<file path="config.mk">
export PLATFORM = sky130hd
export DESIGN_NAME = xf100_gnrl_rr_arb
export DESIGN_NICKNAME = d
export VERILOG_FILES = /design/src/rtl/xf100_gnrl_rr_arb_pkg.sv /design/src/rtl/xf100_dfflr.sv /design/src/rtl/xf100_gnrl_rr_pick.sv /design/src/rtl/xf100_gnrl_rr_arb.sv
export SDC_FILE = /design/constraint.sdc
export NUM_CORES = 1
export LEC_CHECK = 0
export BUFFER_PORTS_ARGS = -buffer_cell sky130_fd_sc_hd__buf_2
export CORE_MARGIN = 5
export CORE_UTILIZATION = 40
export CTS_CLUSTER_SIZE = 28
export DETAILED_ROUTE_END_ITERATION = 6
export GPL_TIMING_DRIVEN = 1
export PLACE_DENSITY = 0.89
export SLEW_MARGIN = 20
export SYNTH_ARGS = -nofsm -noshare
export SYNTH_HDL_FRONTEND = slang
export SYNTH_HIERARCHICAL = 1
export SYNTH_SLANG_ARGS = --single-unit
</file>
<file path="constraint.sdc">
create_clock -name clk -period 7.4 [get_ports clk]
set_input_delay 0.74 -clock clk [delete_from_list [all_inputs] [get_ports clk]]
set_output_delay 0.74 -clock clk [all_outputs]
set_load 0.01 [all_outputs]
</file>
<file path="src/rtl/xf100_gnrl_rr_arb_pkg.sv">
// Shared defaults for the round-robin arbiter. Uncomment the define below
// (ahead of the other arbiter files) to enable XF100_ARB_LOCK_EN burst locking.
// `define XF100_ARB_LOCK_EN

package xf100_gnrl_rr_arb_pkg;

  localparam int XF100_ARB_N_DEF  = 4;
  localparam int XF100_ARB_DW_DEF = 32;
  localparam int XF100_ARB_IW_DEF = 2;

endpackage

</file>
<file path="src/rtl/xf100_dfflr.sv">
// General enable-load flop with asynchronous active-low reset to zero.

module xf100_dfflr #(
  parameter int DW = 1
) (
  input  logic          clk,
  input  logic          rst_n,
  input  logic          lden,
  input  logic [DW-1:0] dnxt,
  output logic [DW-1:0] qout
);

  logic [DW-1:0] q_reg;

  always_ff @(posedge clk or negedge rst_n) begin
    if (!rst_n) begin
      q_reg <= '0;
    end else if (lden) begin
      q_reg <= dnxt;
    end
  end

  assign qout = q_reg;

endmodule

</file>
<file path="src/rtl/xf100_gnrl_rr_pick.sv">
// Combinational round-robin pick: first set req bit at or above the one-hot
// ptr position, wrapping, via a double-width masked priority search.

module xf100_gnrl_rr_pick #(
  parameter int N = 4
) (
  input  logic [N-1:0] req,
  input  logic [N-1:0] ptr,
  output logic [N-1:0] gnt
);

  logic [2*N-1:0] dreq;
  logic [2*N-1:0] dgnt;

  // Subtracting ptr clears the lowest set bit at or above ptr; the upper copy
  // supplies the wrap-around candidates.
  assign dreq = {req, req};
  assign dgnt = dreq & ~(dreq - {{N{1'b0}}, ptr});
  assign gnt  = dgnt[N-1:0] | dgnt[2*N-1:N];

endmodule

</file>
<file path="src/rtl/xf100_gnrl_rr_arb.sv">
// N-way round-robin arbiter with zero-latency valid/ready grant and grant hold
// while stalled. Optional burst locking under XF100_ARB_LOCK_EN.

module xf100_gnrl_rr_arb
  import xf100_gnrl_rr_arb_pkg::*;
#(
  parameter int N  = XF100_ARB_N_DEF,
  parameter int DW = XF100_ARB_DW_DEF,
  parameter int IW = XF100_ARB_IW_DEF
) (
  input  logic            clk,
  input  logic            rst_n,
  input  logic [N-1:0]    i_valid,
  output logic [N-1:0]    i_ready,
  input  logic [N*DW-1:0] i_dat,
`ifdef XF100_ARB_LOCK_EN
  input  logic [N-1:0]    i_lock,
`endif
  output logic            o_valid,
  input  logic            o_ready,
  output logic [DW-1:0]   o_dat,
  output logic [IW-1:0]   o_id
);

  logic [N-1:0] ptr;
  logic [N-1:0] ptr_raw;
  logic [N-1:0] ptr_nxt;
  logic         ptr_ld;
  logic         busy;
  logic         busy_nxt;
  logic         busy_ld;
  logic [N-1:0] gnt_q;
  logic         gnt_q_ld;
  logic [N-1:0] pick_gnt;
  logic [N-1:0] gnt;
  logic [N-1:0] win;
  logic         hold_vld;
  logic         hs;
  logic         stall;
  logic         lock_hit;

  // ptr is stored with bit 0 inverted so the zero-reset flop yields one-hot 1.
  assign ptr = ptr_raw ^ {{(N-1){1'b0}}, 1'b1};

  xf100_gnrl_rr_pick #(.N(N)) u_pick (
    .req (i_valid),
    .ptr (ptr),
    .gnt (pick_gnt)
  );

  assign gnt      = busy ? gnt_q : pick_gnt;
  assign win      = gnt & i_valid;
  assign o_valid  = |win;
  assign i_ready  = gnt & {N{o_ready}};
  assign hs       = o_valid & o_ready;
  assign stall    = o_valid & ~o_ready;
  assign hold_vld = |(gnt_q & i_valid);

`ifdef XF100_ARB_LOCK_EN
  assign lock_hit = |(gnt & i_lock);
`else
  assign lock_hit = 1'b0;
`endif

  always_comb begin
    o_dat = '0;
    o_id  = '0;
    for (int i = 0; i < N; i++) begin
      if (win[i]) begin
        o_dat = o_dat | i_dat[i*DW +: DW];
        o_id  = o_id | IW'(i);
      end
    end
  end

  always_comb begin
    busy_ld  = 1'b0;
    busy_nxt = busy;
    if (hs) begin
      busy_ld  = 1'b1;
      busy_nxt = lock_hit;
    end else if (stall) begin
      busy_ld  = 1'b1;
      busy_nxt = 1'b1;
    end else if (busy && !hold_vld) begin
      busy_ld  = 1'b1;
      busy_nxt = 1'b0;
    end
  end

  assign gnt_q_ld = stall | (hs & lock_hit);
  assign ptr_ld   = hs & ~lock_hit;
  assign ptr_nxt  = {gnt[N-2:0], gnt[N-1]};

  xf100_dfflr #(.DW(N)) u_ptr (
    .clk   (clk),
    .rst_n (rst_n),
    .lden  (ptr_ld),
    .dnxt  (ptr_nxt ^ {{(N-1){1'b0}}, 1'b1}),
    .qout  (ptr_raw)
  );

  xf100_dfflr #(.DW(1)) u_busy (
    .clk   (clk),
    .rst_n (rst_n),
    .lden  (busy_ld),
    .dnxt  (busy_nxt),
    .qout  (busy)
  );

  xf100_dfflr #(.DW(N)) u_gnt_q (
    .clk   (clk),
    .rst_n (rst_n),
    .lden  (gnt_q_ld),
    .dnxt  (gnt),
    .qout  (gnt_q)
  );

endmodule

</file>
==> flow_summary.yaml <==
power_and_ir_drop:
  p_per_area_mw_per_mm2: 288.3
  combinationalPowerShare: 0.802
  internal_power_uw: 347.9
  switching_part_of_the_total: 0.5206
  portion_of_total_power_attributed_to_the_clock_network: 0.077
  power.switching_uw: 377.8
  power_leakage_nw: 1.318
  worst_vdd_drop_mv: 0.3257
  total_power_uw: 725.7
  power_frac_seq: 0.121
logic_synthesis:
  synth_cell_types: 33
  avgSynthCellArea_sq_um: 6.779
  synthesis.instances: 256
  netlist_area_sq_mm: 0.001735
  yosysWarningCount: 6
  synth-seq-cells: 9
  synth_seq_area_share: 0.1298
  synth.net_count: 395
timing:
  finalMaxSlewViolations: 0
  timing.final.setup_violations: 0
  setup_tns_after_final_layout_ns: 0
  min_period_over_period: 0.5847
  timing.slew.headroom: 0.4821
  timing.final.hold_violations: 0
  rsz_0062_raised_after_global_routing: "no"
  period_minus_slack_ns: 4.327
  worst_slew_pin_slew_ns: 0.7768
  final.setup_skew_ns: 0.002256
  setup_ws_ns: 3.073
  fmax_mhz: 231.1
place:
  place.port_buffers: 173
  placement.setup.worst_slack_ns: 3.131
  gp_congestion: 0.8197
  dp_hpwl_um: 5130
  placement.cell_area_sq_mm: 0.002472
global_routing:
  maximum_number_of_pins_on_one_net_before_global_route_repair: 40
  grt_util_all_layers: 0.2209
  grt_antenna_before_repair: 0
  grt_overflow_total: 0
  wire_length_of_the_first_global_routing_pass_um: 10210
  grt_pass1_vias: 2433
drt:
  detail_route.vias_per_cell: 5.831
  drt-initial-drc-count: 113
  route.vias.total: 2659
  drt_wl_total_um: 7235
  detail_route.first_pass.iterations: 4
  wire_per_inst_um: 15.87
  antenna_left: 0
  drcViolationCount: 0
critical_path:
  critPathArrivalTime_ns: 3.59
  timing.critical_path.from_type: "primary input"
  path_class: "primary input to output port"
  timing.critical_path.fanout_max: 39
  worstSetupEndpointType: "output port"
  cp_data_required_time_ns: 6.66
run_status:
  status: "complete, no violations"
floorplan:
  top_level_ports: 174
  start_util: 0.4041
  die_height_um: 75.87
  floorplan.die_area_sq_mm: 0.005756
  core-area_sq_mm: 0.004294
  row_count: 24
  die_x_um: 75.87
layout:
  finalNetCount: 544
  antenna_cells: 0
  finalInstanceArea_sq_mm: 0.002517
  multiInputGateArea_sq_mm: 0.001290
  register_area_sq_um: 225.2
  syn_to_final_growth_pct: 45.06
  fraction_of_final_layout_cells_sized_beyond_drive_strength_1: 0.4777
  fillerInstances: 409
  fin_util: 0.5862
clock_network:
  clock_tree_from_tritoncts: "done"
  cts_htree_levels: 1
  cts.clk_slew.worst_paths_ns: 0.04
  postCtsHoldBufs: 0
  cts_resized: 0
  postCtsSetupBuffers: 0
  ctsLongestPathBuffers: 2
  insertion_delay_ns: 0.23
  clock_tree.root_cell: "sky130_fd_sc_hd__clkbuf_8"
  cts_inserted_buffers: 3
  clock_sink_count: 9
flow_run:
  cap_viol_max_count: 0
worst_hold_path:
  holdCritPathClass: "primary input to asynchronous set/reset pin"
-- synth_stat cells --
cell type,instances,share of area
sky130_fd_sc_hd__nand3_1,130,0.37
sky130_fd_sc_hd__nand4_1,33,0.12
sky130_fd_sc_hd__clkbuf_1,12,0.026
sky130_fd_sc_hd__buf_6,9,0.058
sky130_fd_sc_hd__dfrtp_1,9,0.13
sky130_fd_sc_hd__mux2_2,8,0.052
sky130_fd_sc_hd__inv_1,7,0.015
sky130_fd_sc_hd__nand2_1,7,0.015
sky130_fd_sc_hd__mux2_4,5,0.043
sky130_fd_sc_hd__buf_4,4,0.017
sky130_fd_sc_hd__a31oi_1,3,0.011
sky130_fd_sc_hd__ha_1,3,0.022
sky130_fd_sc_hd__o21a_1,3,0.013
sky130_fd_sc_hd__and2_1,2,0.0072
sky130_fd_sc_hd__buf_1,2,0.0043
sky130_fd_sc_hd__nor2b_1,2,0.0072
sky130_fd_sc_hd__a211oi_1,1,0.0043
sky130_fd_sc_hd__a21oi_1,1,0.0029
sky130_fd_sc_hd__a222oi_1,1,0.0058
sky130_fd_sc_hd__a22oi_4,1,0.012
sky130_fd_sc_hd__and2_2,1,0.0043
sky130_fd_sc_hd__and2b_1,1,0.0043
sky130_fd_sc_hd__buf_2,1,0.0029
sky130_fd_sc_hd__clkbuf_2,1,0.0029
sky130_fd_sc_hd__fa_1,1,0.012
sky130_fd_sc_hd__nor2_1,1,0.0022
sky130_fd_sc_hd__nor2b_2,1,0.0050
sky130_fd_sc_hd__nor4_1,1,0.0036
sky130_fd_sc_hd__nor4b_1,1,0.0050
sky130_fd_sc_hd__o21ai_1,1,0.0029
sky130_fd_sc_hd__o21ai_2,1,0.0050
sky130_fd_sc_hd__o31a_1,1,0.0050
sky130_fd_sc_hd__xnor2_1,1,0.0050
-- layout by cell type (no fill, tap or decap), drive strengths merged --
cell      n
a31oi     3
nand4    33
o21a      3
nand2     7
and2b     1
inv       7
nor4      1
nor4b     1
clkbuf    4
a21oi     1
a211oi    1
mux2     13
a22oi     1
o21ai     2
ha        3
nand3   130
xnor2     1
a222oi    1
and2      3
nor2b     3
o31a      1
fa        1
buf     173
dfrtp     9
nor2      1
-- logic make-up after synthesis --
group                    after synthesis  share of synthesized area
AO/OA/AOI/OAI                         13                    0.06200
XOR/XNOR                               1                   0.005048
adder cells (fa/ha/maj)                4                    0.03317
buffers and inverters                 36                     0.1269
flip-flops                             9                     0.1298
multiplexers                          13                    0.09517
AND/OR/NAND/NOR                      180                     0.5479
-- state kept, by name, summed over array words and instances, names as in the netlist --
register	cells
u_busy/qout	1
u_gnt_q/qout	4
u_ptr/qout	4
-- final cells by class --
type | count | area share
inverter | 7 | 0.01044
multi-input combinational | 211 | 0.5124
tap | 52 | 0.02584
sequential | 9 | 0.08946
timing repair buffer | 173 | 0.3439
clock buffer | 4 | 0.01789
-- worst max-delay path, cell delays in order --
cell,delay [ns]
sky130_fd_sc_hd__buf_2,0.58
sky130_fd_sc_hd__nor2b_2,0.13
sky130_fd_sc_hd__fa_1,0.41
sky130_fd_sc_hd__and2b_1,0.23
sky130_fd_sc_hd__o21ai_1,0.08
sky130_fd_sc_hd__nor4b_1,0.15
sky130_fd_sc_hd__o31a_1,0.31
sky130_fd_sc_hd__mux2_4,0.45
sky130_fd_sc_hd__a22oi_4,0.23
sky130_fd_sc_hd__nand3_1,0.10
sky130_fd_sc_hd__buf_2,0.15
-- routing by layer --
layer  share of wire  track usage  vias up  wire length, um
li1                -            -     1270                -
met1            0.38       0.2458     1239             2739
met2            0.51       0.4249      146             3726
met3            0.10      0.02507        4              744
met4          0.0035      0.07767        0               25
met5               0            0        -                0
-- per-stage QoR --
step	cells	hold slack, ns
final	456	0.3535
after detailed placement	452	0.4995
after CTS	456	0.3588
after global placement	452	0.4920
after floorplan	256	0.4444
after global routing	456	0.3561
-- power groups by stage --
stage          sequential [mW]  clock [mW]  combinational (mW)
2_1_floorplan           0.0809           0               0.447
3_3_place_gp            0.0874           0               0.568
3_5_place_dp            0.0887           0               0.578
4_1_cts                 0.0878      0.0576               0.582
5_1_grt                 0.0909      0.0614               0.637
6_report                0.0879      0.0560               0.582
-- worst paths after layout --
check	from	slack (ns)	endpoint	cells after the start
setup / recovery	i_valid[0]	3.07	o_valid	11
hold / removal	rst_n	0.35	u_gnt_q/qout[2]$_DFFE_PN0P_	1
hold reg to reg	u_ptr/qout[2]$_DFFE_PN0P_	0.51	u_ptr/qout[2]$_DFFE_PN0P_	1
setup reg to reg	u_ptr/qout[0]$_DFFE_PN0P_	4.22	u_gnt_q/qout[0]$_DFFE_PN0P_	11
max in group asynchronous	rst_n	6.87	u_ptr/qout[1]$_DFFE_PN0P_	1
min in group clk	u_ptr/qout[2]$_DFFE_PN0P_	0.51	u_ptr/qout[2]$_DFFE_PN0P_	1
Note: power is estimated with default switching activity, not from simulation.
